===== config.mk =====
export PLATFORM = sky130hd
export DESIGN_NAME = reorder_buffer_mc
export DESIGN_NICKNAME = d
export VERILOG_FILES = /design/src/rtl/rob_pkg.sv /design/src/rtl/rob_rename_table.sv /design/src/rtl/reorder_buffer_mc.sv
export SDC_FILE = /design/constraint.sdc
export NUM_CORES = 2
export LEC_CHECK = 0
export ABC_AREA = 1
export BUFFER_PORTS_ARGS = -buffer_cell sky130_fd_sc_hd__buf_4
export CORE_MARGIN = 4
export CORE_UTILIZATION = 40
export DETAILED_ROUTE_END_ITERATION = 8
export HOLD_SLACK_MARGIN = 0.08
export SKIP_LAST_GASP = 1
export SLEW_MARGIN = 20
export SYNTH_ARGS = -nofsm -noshare
export SYNTH_HDL_FRONTEND = slang
export SYNTH_SLANG_ARGS = --single-unit

===== constraint.sdc =====
create_clock -name clk_in -period 47 [get_ports clk_in]
set_input_delay 9.4 -clock clk_in [delete_from_list [all_inputs] [get_ports clk_in]]
set_output_delay 9.4 -clock clk_in [all_outputs]
set_load 0.02 [all_outputs]

===== src/rtl/rob_pkg.sv =====
// Shared definitions for the reorder buffer slice.
//   entry_state_e : lifecycle of one ROB entry (empty -> issued -> done -> empty)
//   rob_size()    : entry count derived from log2 size
//   wb_slice_lo() : bit offset of one channel's field inside a packed writeback bus
package rob_pkg;

  typedef enum logic [1:0] {
    EntryEmpty  = 2'd0,
    EntryIssued = 2'd1,
    EntryDone   = 2'd2
  } entry_state_e;

  localparam int unsigned NumArchRegs = 32;
  localparam int unsigned RegIdW      = 5;

  function automatic int unsigned rob_size(input int unsigned size_bits);
    return 32'd1 << size_bits;
  endfunction

  function automatic int unsigned wb_slice_lo(input int unsigned idx, input int unsigned width);
    return idx * width;
  endfunction

endpackage


===== src/rtl/rob_rename_table.sv =====
// Register rename table: per architectural register, a busy bit and the tag of the
// youngest in-flight producer.
//   clk_in, rst_in         : clock, asynchronous active-high reset
//   en                     : global advance enable (state frozen when low)
//   clear                  : return every register to not-busy
//   issue_en/rd/tag        : new producer for issue_rd
//   commit_en/rd/tag       : retiring producer; clears only if still the youngest
//   rs1_id/rs2_id          : lookup ports -> busy flag and producer tag
module rob_rename_table
  import rob_pkg::*;
#(
  parameter int unsigned TAG_W = 3
) (
  input  logic              clk_in,
  input  logic              rst_in,
  input  logic              en,
  input  logic              clear,
  input  logic              issue_en,
  input  logic [RegIdW-1:0] issue_rd,
  input  logic [TAG_W-1:0]  issue_tag,
  input  logic              commit_en,
  input  logic [RegIdW-1:0] commit_rd,
  input  logic [TAG_W-1:0]  commit_tag,
  input  logic [RegIdW-1:0] rs1_id,
  input  logic [RegIdW-1:0] rs2_id,
  output logic              rs1_busy,
  output logic [TAG_W-1:0]  rs1_tag,
  output logic              rs2_busy,
  output logic [TAG_W-1:0]  rs2_tag
);

  logic [NumArchRegs-1:0] busy_q, busy_d;
  logic [TAG_W-1:0]       tag_q [NumArchRegs];
  logic [TAG_W-1:0]       tag_d [NumArchRegs];

  always_comb begin
    busy_d = busy_q;
    tag_d  = tag_q;
    if (clear) begin
      busy_d = '0;
      for (int i = 0; i < int'(NumArchRegs); i++) tag_d[i] = '0;
    end else begin
      // A younger producer renamed rd in the meantime: leave it busy.
      if (commit_en && tag_q[commit_rd] == commit_tag) busy_d[commit_rd] = 1'b0;
      // Issue after commit so a same-cycle rename of the same rd wins.
      if (issue_en && issue_rd != '0) begin
        busy_d[issue_rd] = 1'b1;
        tag_d[issue_rd]  = issue_tag;
      end
    end
  end

  always_ff @(posedge clk_in or posedge rst_in) begin
    if (rst_in) begin
      busy_q <= '0;
      for (int i = 0; i < int'(NumArchRegs); i++) tag_q[i] <= '0;
    end else if (en) begin
      busy_q <= busy_d;
      tag_q  <= tag_d;
    end
  end

  assign rs1_busy = busy_q[rs1_id];
  assign rs1_tag  = tag_q[rs1_id];
  assign rs2_busy = busy_q[rs2_id];
  assign rs2_tag  = tag_q[rs2_id];

endmodule


===== src/rtl/reorder_buffer_mc.sv =====
// Multi-writeback-channel reorder buffer with integrated rename table.
//   clk_in, rst_in          : clock, asynchronous active-high reset
//   rdy_in                  : global stall, all state frozen when low
//   issue_*                 : in-order allocation; issue_tag is the granted entry (tail)
//   q_rs*_id / q_rs*_*      : operand lookup (ready, producer tag, value)
//   rf_rs*_val              : register-file read data for the lookup ids
//   wb_valid/tag/res/PC     : NUM_WB packed out-of-order writeback channels
//   rf_is_writing_rd/...    : combinational in-order commit to the register file
//   flush_pipline/reset_PC_to : registered one-cycle misprediction redirect
//   rob_count               : occupancy
module reorder_buffer_mc
  import rob_pkg::*;
#(
  parameter int unsigned ROB_SIZE_BITS = 3,
  parameter int unsigned NUM_WB        = 2,
  parameter int unsigned XLEN          = 32
) (
  input  logic                       clk_in,
  input  logic                       rst_in,
  input  logic                       rdy_in,
  input  logic                       issue_valid,
  output logic                       issue_ready,
  output logic [ROB_SIZE_BITS-1:0]   issue_tag,
  input  logic [4:0]                 issue_rd,
  input  logic [XLEN-1:0]            issue_predicted_PC,
  input  logic [4:0]                 q_rs1_id,
  input  logic [4:0]                 q_rs2_id,
  output logic                       q_rs1_ready,
  output logic                       q_rs2_ready,
  output logic [ROB_SIZE_BITS-1:0]   q_rs1_tag,
  output logic [ROB_SIZE_BITS-1:0]   q_rs2_tag,
  output logic [XLEN-1:0]            q_rs1_val,
  output logic [XLEN-1:0]            q_rs2_val,
  input  logic [XLEN-1:0]            rf_rs1_val,
  input  logic [XLEN-1:0]            rf_rs2_val,
  input  logic [NUM_WB-1:0]          wb_valid,
  input  logic [NUM_WB*ROB_SIZE_BITS-1:0] wb_tag,
  input  logic [NUM_WB*XLEN-1:0]     wb_res,
  input  logic [NUM_WB*XLEN-1:0]     wb_resulting_PC,
  output logic                       rf_is_writing_rd,
  output logic [4:0]                 rf_rd_reg_id,
  output logic [XLEN-1:0]            rf_rd_val,
  output logic                       flush_pipline,
  output logic [XLEN-1:0]            reset_PC_to,
  output logic [ROB_SIZE_BITS:0]     rob_count
);

  localparam int unsigned TagW    = ROB_SIZE_BITS;
  localparam int unsigned CntW    = ROB_SIZE_BITS + 1;
  localparam int unsigned RobSize = rob_size(ROB_SIZE_BITS);
  localparam logic [CntW-1:0] RobSizeCnt = CntW'(RobSize);

  logic [TagW-1:0]  head_q, head_d, tail_q, tail_d;
  logic [CntW-1:0]  count_q, count_d;
  entry_state_e     state_q [RobSize];
  entry_state_e     state_d [RobSize];
  logic [4:0]       rd_q    [RobSize];
  logic [4:0]       rd_d    [RobSize];
  logic [XLEN-1:0]  pred_q  [RobSize];
  logic [XLEN-1:0]  pred_d  [RobSize];
  logic [XLEN-1:0]  res_q   [RobSize];
  logic [XLEN-1:0]  res_d   [RobSize];
  logic [XLEN-1:0]  act_q   [RobSize];
  logic [XLEN-1:0]  act_d   [RobSize];
  logic             flush_q, flush_d;
  logic [XLEN-1:0]  reset_pc_q, reset_pc_d;

  logic [TagW-1:0]  wb_tag_ch [NUM_WB];
  logic [XLEN-1:0]  wb_res_ch [NUM_WB];
  logic [XLEN-1:0]  wb_pc_ch  [NUM_WB];
  logic [RobSize-1:0] wb_claimed;

  logic             do_issue, do_commit;
  logic             rs1_busy, rs2_busy;
  logic [TagW-1:0]  rs1_tag, rs2_tag;

  always_comb begin
    for (int c = 0; c < int'(NUM_WB); c++) begin
      wb_tag_ch[c] = wb_tag[wb_slice_lo(c, TagW) +: TagW];
      wb_res_ch[c] = wb_res[wb_slice_lo(c, XLEN) +: XLEN];
      wb_pc_ch[c]  = wb_resulting_PC[wb_slice_lo(c, XLEN) +: XLEN];
    end
  end

  assign issue_ready = (count_q < RobSizeCnt) && !flush_q;
  assign do_issue    = issue_valid && issue_ready && rdy_in;
  assign do_commit   = (count_q != '0) && (state_q[head_q] == EntryDone) && rdy_in && !flush_q;

  always_comb begin
    head_d     = head_q;
    tail_d     = tail_q;
    count_d    = count_q;
    state_d    = state_q;
    rd_d       = rd_q;
    pred_d     = pred_q;
    res_d      = res_q;
    act_d      = act_q;
    flush_d    = 1'b0;
    reset_pc_d = '0;
    wb_claimed = '0;
    if (flush_q) begin
      // Flush cycle: drop everything in flight, ignore this cycle's traffic.
      head_d  = '0;
      tail_d  = '0;
      count_d = '0;
      for (int i = 0; i < int'(RobSize); i++) state_d[i] = EntryEmpty;
    end else begin
      // Ascending scan with a claim mask so the lowest channel wins a shared tag.
      for (int c = 0; c < int'(NUM_WB); c++) begin
        if (wb_valid[c] && state_q[wb_tag_ch[c]] == EntryIssued && !wb_claimed[wb_tag_ch[c]]) begin
          wb_claimed[wb_tag_ch[c]] = 1'b1;
          state_d[wb_tag_ch[c]]    = EntryDone;
          res_d[wb_tag_ch[c]]      = wb_res_ch[c];
          act_d[wb_tag_ch[c]]      = wb_pc_ch[c];
        end
      end
      if (do_issue) begin
        state_d[tail_q] = EntryIssued;
        rd_d[tail_q]    = issue_rd;
        pred_d[tail_q]  = issue_predicted_PC;
        tail_d          = tail_q + 1'b1;
      end
      if (do_commit) begin
        state_d[head_q] = EntryEmpty;
        head_d          = head_q + 1'b1;
        if (act_q[head_q] != pred_q[head_q]) begin
          flush_d    = 1'b1;
          reset_pc_d = act_q[head_q];
        end
      end
      unique case ({do_issue, do_commit})
        2'b10:   count_d = count_q + 1'b1;
        2'b01:   count_d = count_q - 1'b1;
        default: count_d = count_q;
      endcase
    end
  end

  always_ff @(posedge clk_in or posedge rst_in) begin
    if (rst_in) begin
      head_q     <= '0;
      tail_q     <= '0;
      count_q    <= '0;
      flush_q    <= 1'b0;
      reset_pc_q <= '0;
      for (int i = 0; i < int'(RobSize); i++) begin
        state_q[i] <= EntryEmpty;
        rd_q[i]    <= '0;
        pred_q[i]  <= '0;
        res_q[i]   <= '0;
        act_q[i]   <= '0;
      end
    end else if (rdy_in) begin
      // Holding on !rdy_in also keeps a pending flush until the stall lifts.
      head_q     <= head_d;
      tail_q     <= tail_d;
      count_q    <= count_d;
      flush_q    <= flush_d;
      reset_pc_q <= reset_pc_d;
      state_q    <= state_d;
      rd_q       <= rd_d;
      pred_q     <= pred_d;
      res_q      <= res_d;
      act_q      <= act_d;
    end
  end

  rob_rename_table #(
    .TAG_W (TagW)
  ) u_rename (
    .clk_in     (clk_in),
    .rst_in     (rst_in),
    .en         (rdy_in),
    .clear      (flush_q),
    .issue_en   (do_issue),
    .issue_rd   (issue_rd),
    .issue_tag  (tail_q),
    .commit_en  (do_commit),
    .commit_rd  (rd_q[head_q]),
    .commit_tag (head_q),
    .rs1_id     (q_rs1_id),
    .rs2_id     (q_rs2_id),
    .rs1_busy   (rs1_busy),
    .rs1_tag    (rs1_tag),
    .rs2_busy   (rs2_busy),
    .rs2_tag    (rs2_tag)
  );

  // Lookups see registered state only; a same-cycle writeback is not forwarded.
  assign q_rs1_ready = !rs1_busy || (state_q[rs1_tag] == EntryDone);
  assign q_rs2_ready = !rs2_busy || (state_q[rs2_tag] == EntryDone);
  assign q_rs1_tag   = rs1_tag;
  assign q_rs2_tag   = rs2_tag;
  assign q_rs1_val   = rs1_busy ? res_q[rs1_tag] : rf_rs1_val;
  assign q_rs2_val   = rs2_busy ? res_q[rs2_tag] : rf_rs2_val;

  assign issue_tag        = tail_q;
  assign rf_is_writing_rd = do_commit;
  assign rf_rd_reg_id     = rd_q[head_q];
  assign rf_rd_val        = res_q[head_q];
  assign flush_pipline    = flush_q;
  assign reset_PC_to      = reset_pc_q;
  assign rob_count        = count_q;

endmodule

# After elaboration in Yosys (flattened, before gate mapping)
# Memory sizes are Yosys's and may differ from the RTL's.
# Cells that the tools add are included.
[totals]
ff_bits = 995
latchBits = 0
ramBits = 0
rom_bits = 8
inputBits = 251
out_inout_bits = 151
word_cells = 297
n_memories = 1
[memory_table]
columns = ["memory", "depth", "word_bits", "rd", "rd_ports_with_merged_regs", "wr", "line", "rtl"]
rows = [
  ["(name not given)", 8, 1, 1, 0, 0, "reorder_buffer_mc.sv:110", "if (wb_valid[c] && state_q[wb_tag_ch[c]] == EntryIssued && !wb_claimed[wb_tag_ch[c]]) begin"],
]
[op_classes]
n_addsub = 4
mul = 0
n_div = 0
order_cmp = 25
n_eq_ne = 9
shift = 0
muxes = 116
n_bitwise = 25
reduce_logical = 39
[op_table]
columns = ["operator", "n"]
rows = [
  ["$mux W256", 6],
  ["$bwmux W256", 5],
  ["$mux W32", 22],
  ["$bmux W32 S3", 5],
  ["$demux W32 S3", 3],
  ["$mux W96", 2],
  ["$mux W16", 8],
  ["$bwmux W96", 1],
  ["$bmux W3 S5", 3],
  ["$bwmux W40", 1],
  ["$mux W3", 11],
  ["$and A32 B32 Y32", 1],
  ["$ne A32 B32 Y1", 1],
  ["$not A32 Y32", 1],
  ["$or A32 B32 Y32", 1],
  ["$bmux W2 S3", 5],
  ["$mux W2", 14],
  ["$and A8 B8 Y8", 3],
  ["$demux W2 S3", 4],
  ["$ge A4 B4 Y1 const B", 6],
  ["$ge A6 B6 Y1 const B", 4],
  ["$lt A5 B6 Y1 const B", 4],
  ["$not A3 Y4", 6],
  ["$not A5 Y6", 4],
  ["other kinds (38)", 97],
]

# Depth between registers and ports, before layout
[depth]
word_depth = 21
ltp_mapped = 26

# Cells and area by module
# A second synthesis with hierarchy kept.
[unflattened]
cells_unflattened = 14548
hier_area_um2 = 80940.1
[modules_own_cells]
columns = ["module", "instances", "cells_per_inst", "area_per_inst_um2", "seq_area_each_um2"]
rows = [
  ["reorder_buffer_mc", 1, 13040, 71508.6, 21695.8],
  ["rob_rename_table", 1, 1508, 9431.5, 3203.1],
]

# Worst setup path before layout
# No wires, ideal clock.
[synth_timing]
kind = "input to output"
startpoint = "input q_rs2_id[1]"
endpoint = "output q_rs2_val[30]"
t_arrival_ns = 11.536
slack_ns = 26.064
path_stages = 15
n_path_buf = 4
cell_sequence = "clkbuf_1 > buf_2 > clkbuf_1 > a21oi_1 > o21ai_0 > nand3_1 > o211ai_1 > nand2_1 > nand2_1 > o21ai_1 > clkinv_1 > clkbuf_1 > nand3_1 > nand3_1 > nand2_1"
[synth_via]
elab_chain_cells = 9
elab_cells_between_ends = 11
cone_classes = "9 x mux; 2 x bitwise"
[synth_lines]
columns = ["item", "line", "rtl"]
rows = [
  ["start: declaration", "reorder_buffer_mc.sv:27", "input logic [4:0] q_rs2_id,"],
  ["$not A5 Y6 (implied by the code)", "rob_rename_table.sv:66", "assign rs2_tag = tag_q[rs2_id];"],
  ["$bmux W3 S5", "rob_rename_table.sv:66", ""],
  ["$mux W3 (implied by the code) (2 in series)", "rob_rename_table.sv:66", ""],
  ["named net q_rs2_tag[2]", "reorder_buffer_mc.sv:31", "output logic [ROB_SIZE_BITS-1:0] q_rs2_tag,"],
  ["$not A3 Y4 (implied by the code)", "reorder_buffer_mc.sv:195", "assign q_rs2_val = rs2_busy ? res_q[rs2_tag] : rf_rs2_val;"],
  ["$bmux W32 S3", "reorder_buffer_mc.sv:195", ""],
  ["$mux W32 (implied by the code) (2 in series)", "reorder_buffer_mc.sv:195", ""],
  ["$mux W32", "reorder_buffer_mc.sv:195", ""],
  ["end: declaration", "reorder_buffer_mc.sv:33", "output logic [XLEN-1:0] q_rs2_val,"],
]
# The timed path passes the listed nets, and every way through them passes these cells. The select of a mux whose other input is x is not followed.

# Final worst setup path
[layout_timing]
startpoint = "input q_rs2_id[0]"
endpoint = "output q_rs2_val[26]"
[layout_via]
elab_chain_cells = 9
elab_cells_between_ends = 11
cone_classes = "9 x mux; 2 x bitwise"
[layout_lines]
columns = ["item", "line"]
rows = [
  ["$not A5 Y6 (implied by the code)", "rob_rename_table.sv:66"],
  ["$bmux W3 S5", "rob_rename_table.sv:66"],
  ["$mux W3 (implied by the code) (2 in series)", "rob_rename_table.sv:66"],
  ["$not A3 Y4 (implied by the code)", "reorder_buffer_mc.sv:195"],
  ["$bmux W32 S3", "reorder_buffer_mc.sv:195"],
  ["$mux W32 (implied by the code) (2 in series)", "reorder_buffer_mc.sv:195"],
  ["$mux W32 (*)", "reorder_buffer_mc.sv:195"],
]
# Mark *: on every way between the ends. The rest lies on a longest branch, timed or not. The select of a mux whose other input is x is not followed.

==> impl_results.rst <==
.. list-table::
   :header-rows: 1

   * - Metric
     - Value
   * - Most used cell, CP
     - sky130_fd_sc_hd__buf_4
   * - Smallest setup slack after layout
     - between 20 and 25 ns
   * - Cell area after technology mapping
     - about 70000 µm²
   * - Post-synthesis register bit count
     - between 900 and 1k
   * - Final Max Tran Viols
     - 0
   * - Number of antenna violations at the first check in global routing
     - 40
   * - Synthesized area per cell
     - 6.15 µm²
   * - Maximum number of pins on one net before global-route repair
     - around 280
   * - Gpl congestion
     - about 0.95
   * - Power Dens Cells
     - around 53 nW/µm²
   * - Number of levels in the clock H-tree
     - 3
   * - Via count of the first global-routing pass
     - 72.9k
   * - Sinks on the clock net
     - approximately 1000
   * - Library cells used by synthesis
     - between 40 and 50
   * - Required time of the critical path
     - about 38 ns
   * - Cell leakage power
     - about 37 nW
   * - Run status
     - completed
   * - Slew HR
     - between 15 and 20%
   * - Horizontal die dimension
     - 427 µm
   * - Unrepaired setup endpoints after global routing
     - no
   * - Standard cell with the maximum stage delay on the critical path
     - sky130_fd_sc_hd__buf_4
   * - Ports
     - 402
   * - Final Setup Violations
     - 0
   * - Half-perimeter wire length after placement
     - approximately 180000 µm
   * - Clock insertion delay at the later pin of the skew report
     - ~0.82 ns
   * - FILL cells
     - between 15k and 20k
   * - Total power consumption of the routed design
     - 4.17 mW
   * - Cells after synthesis
     - approximately 11k
   * - Final-layout worst hold slack
     - 0.478 ns
   * - Initial standard-cell utilization of the core
     - between 40% and 50%
   * - Final critical path time including I/O delays and setup
     - 23.94 ns
   * - Net count after synthesis
     - 11.7k
   * - Share of power burned in combinational logic
     - between 40% and 50%
   * - Share of total power in the clock network
     - between 20% and 30%
   * - Total gr overflow
     - 0
   * - Post-placement cell count
     - about 13k
   * - Worst setup timing slack at the placement stage
     - around 23 ns
   * - DRT Wirelength
     - about 300000 µm
   * - Count of instances resized after the clock tree is built
     - 0
   * - Final std cells w/o fill
     - roughly 14k
   * - Category of the most critical setup path
     - primary input to output port
   * - Actual slew at the worst max-slew pin
     - approximately 1.3 ns
   * - Total of hold buffers inserted after clock tree synthesis
     - 0
   * - Final #Nets
     - between 10k and 15k
   * - WP data arrival
     - between 10 and 15 ns
   * - Cell at the root of the clock tree
     - sky130_fd_sc_hd__clkbuf_16
   * - Total of buffers placed on input and output ports
     - 401
   * - Most used flip-flop cell after synthesis
     - sky130_fd_sc_hd__dfrtp_1
   * - Max clock buf depth
     - 3
   * - CTS clk-pin slew, worst paths
     - about 0.06 ns
   * - Std-Cell Rows
     - 153
   * - Share of final-layout standard cells stronger than drive strength 1
     - 7.60%
   * - Number of vias per cell after detailed routing
     - about 5.7
   * - Final count of hold timing violations
     - 0
   * - Global Route Usage Sum
     - roughly a third
   * - Initial detailed-routing violation count
     - approximately 8.9k
   * - Internal power
     - 2.22 mW
   * - Element type at the critical path end
     - output port
   * - Worst IR drop on VDD
     - just under 0.00005 V
   * - CP Buf/Inv Count
     - 6
   * - Worst hold-check path type
     - flip-flop to flip-flop
   * - Floorplan Core Area
     - 174000 µm²
   * - DRC violation count after routing
     - 0
   * - Wire length of the first global-routing pass
     - ~450000 µm
   * - Maxcap violations
     - 0
   * - Floorplan die area
     - 182000 µm²
   * - Area added between synthesis and finish
     - 11.0%
   * - WL per Instance
     - 22.3 µm
   * - Setup_tns
     - 0 ns
   * - Element type at the critical path start
     - primary input
   * - Number of clock buffers inserted by TritonCTS
     - 120
   * - Part of the total power dissipated in sequential elements
     - a little under a third
   * - Largest delay share family, worst path
     - buffers and inverters
   * - Final setup skew
     - ~0.075 ns
   * - Pre-antenna DRT Iters
     - 6
   * - Die height
     - approximately 430 µm
   * - Number of buffers added for setup after CTS
     - 0
   * - Post-synthesis sequential area ratio
     - ~35%
   * - Cell-by-cell listing of the critical path
     - buf_4 > clkinv_1 > buf_4 > o21ai_0 > o211ai_1 > nand3_1 > nand3_1 > nand2_4 > buf_4 > buf_4 > nand2_1 > o211ai_1 > o21ai_0 > o211ai_1 > nand2_1 > buf_4
   * - Maximum clock rate
     - about 0.042 GHz
   * - Share of flip-flops with an asynchronous set or reset
     - 100%
   * - P_sw
     - roughly 2 mW
   * - Share of the clock period used by the worst path
     - roughly half
   * - Slowest stage delay, CP
     - just over 0.8 ns
   * - Post-synth EDFFs
     - 0
   * - Critical path fanouts, max
     - between 90 and 100
   * - TritonCTS clock tree
     - built
   * - Via count
     - between 70k and 80k
   * - Yosys Warn Count
     - 0
   * - Detail Route Antenna Nets
     - 0
   * - Switching fraction of total power
     - 46.7%
==> tightest hold or removal path, cell delays in order (launching register included) <==
cell and delay [ns]:
sky130_fd_sc_hd__dfrtp_1 0.34, sky130_fd_sc_hd__nand2_1 0.05, sky130_fd_sc_hd__o21ai_0 0.06
==> metal layers <==
metal	wire length, µm	global-route usage (%)	vias up
li1	-	-	36300
met4	20000	19.2	2
met5	9	0	-
met1	120000	41.4	37100
met2	137000	51.1	3952
met3	28200	5.45	914
==> metrics by stage <==
step,instance area [µm²],utilization [%]
3_5_place_dp,73700,42.3
3_3_place_gp,73700,42.3
5_1_grt,78000,44.8
4_1_cts,77900,44.7
2_1_floorplan,70300,-
6_report,78000,44.8
==> sequential cells by signal, indices dropped and copies added, names as in the netlist <==
register         cells
reset_PC_to         32
flush_pipline        1
res_q              256
issue_tag            3
u_rename.tag_q      96
pred_q             256
act_q              256
u_rename.busy_q     32
rd_q                40
rob_count            4
head_q               3
state_q             16
==> layout make-up <==
cell class              count  area [µm²]  area share (%)
multi-input cells        8654       38500            49.4
flip-flops and latches    995       24900            31.9
repair buffers            522        4010            5.13
clock buffers             182        3550            4.54
inverters                 886        3380            4.34
well taps                2325        2910            3.73
clock inverters            44         668           0.856
diodes                     36        90.1           0.115
==> cell families (layout without fill, tap and decap cells) <==
kind of cell,after synthesis,after routing,synth area share [%]
and+or+nand+nor,5584,5584,31.2
AOI/OAI and AO/OA,3036,3036,22.8
buffers and inverters,1780,1634,10.1
DFF,995,995,35.4
xor gates and xnor gates,29,29,0.361
adders and majority gates,5,5,0.0997
other,0,36,0
==> cell usage after synthesis, types with 2 or more instances <==
cell	count	area, µm²
sky130_fd_sc_hd__a21oi_1	726	3630
sky130_fd_sc_hd__a221oi_1	5	43.8
sky130_fd_sc_hd__a22oi_1	6	45.0
sky130_fd_sc_hd__buf_1	67	251
sky130_fd_sc_hd__buf_2	197	986
sky130_fd_sc_hd__buf_4	17	128
sky130_fd_sc_hd__buf_6	11	124
sky130_fd_sc_hd__clkbuf_1	574	2150
sky130_fd_sc_hd__clkbuf_2	28	140
sky130_fd_sc_hd__clkinv_1	12	45.0
sky130_fd_sc_hd__dfrtp_1	995	24900
sky130_fd_sc_hd__ha_1	4	50.1
sky130_fd_sc_hd__inv_1	857	3220
sky130_fd_sc_hd__inv_2	16	60.1
sky130_fd_sc_hd__nand2_1	4708	17700
sky130_fd_sc_hd__nand2_2	4	25.0
sky130_fd_sc_hd__nand3_1	432	2160
sky130_fd_sc_hd__nand3_2	2	20.0
sky130_fd_sc_hd__nand4_1	68	425
sky130_fd_sc_hd__nor2_1	264	991
sky130_fd_sc_hd__nor2_2	6	37.5
sky130_fd_sc_hd__nor3_1	17	85.1
sky130_fd_sc_hd__o2111a_1	2	22.5
sky130_fd_sc_hd__o2111ai_1	3	26.3
sky130_fd_sc_hd__o211ai_1	258	1940
sky130_fd_sc_hd__o21a_1	4	30.0
sky130_fd_sc_hd__o21ai_0	1745	8730
sky130_fd_sc_hd__o21ai_1	257	1290
sky130_fd_sc_hd__o221ai_1	2	17.5
sky130_fd_sc_hd__o22ai_1	11	68.8
sky130_fd_sc_hd__o311ai_0	8	70.1
sky130_fd_sc_hd__o31ai_1	5	37.5
sky130_fd_sc_hd__or2_0	23	144
sky130_fd_sc_hd__or2_2	54	338
sky130_fd_sc_hd__xnor2_1	17	149
sky130_fd_sc_hd__xor2_1	12	105
==> cells in the final DEF, fill, tap and decap left out, types with 120 or more instances in the layout <==
cell type                   netlist  routed
sky130_fd_sc_hd__nand2_1       4708    4698
sky130_fd_sc_hd__o21ai_0       1745    1744
sky130_fd_sc_hd__dfrtp_1        995     994
sky130_fd_sc_hd__inv_1          857     847
sky130_fd_sc_hd__a21oi_1        726     726
sky130_fd_sc_hd__buf_4           17     515
sky130_fd_sc_hd__nand3_1        432     430
sky130_fd_sc_hd__o211ai_1       258     258
sky130_fd_sc_hd__o21ai_1        257     255
sky130_fd_sc_hd__nor2_1         264     247
sky130_fd_sc_hd__clkbuf_16        0     120
==> power groups by stage <==
stage | combinational (mW) | sequential [mW] | clock (mW)
6_report | 1.90 | 1.25 | 1.01
5_1_grt | 2.10 | 1.28 | 1.05
4_1_cts | 1.88 | 1.25 | 1.02
3_5_place_dp | 1.87 | 1.26 | 0
3_3_place_gp | 1.83 | 1.26 | 0
2_1_floorplan | 1.26 | 1.23 | 0
==> path summary, 6_finish.rpt <==
kind	from	end	slack [ns]	cells after the start
max reg2reg	state_q[7]	res_q[206]	40.37	16
min	pred_q[205]	pred_q[205]	0.48	2
min reg2reg	pred_q[205]	pred_q[205]	0.48	2
max in group asynchronous	rst_in	res_q[76]	33.48	7
min in group asynchronous	rst_in	rob_count[2]	8.74	2
max	q_rs2_id[0]	q_rs2_val[26]	23.06	16
Note: power is estimated with default switching activity, not from simulation.
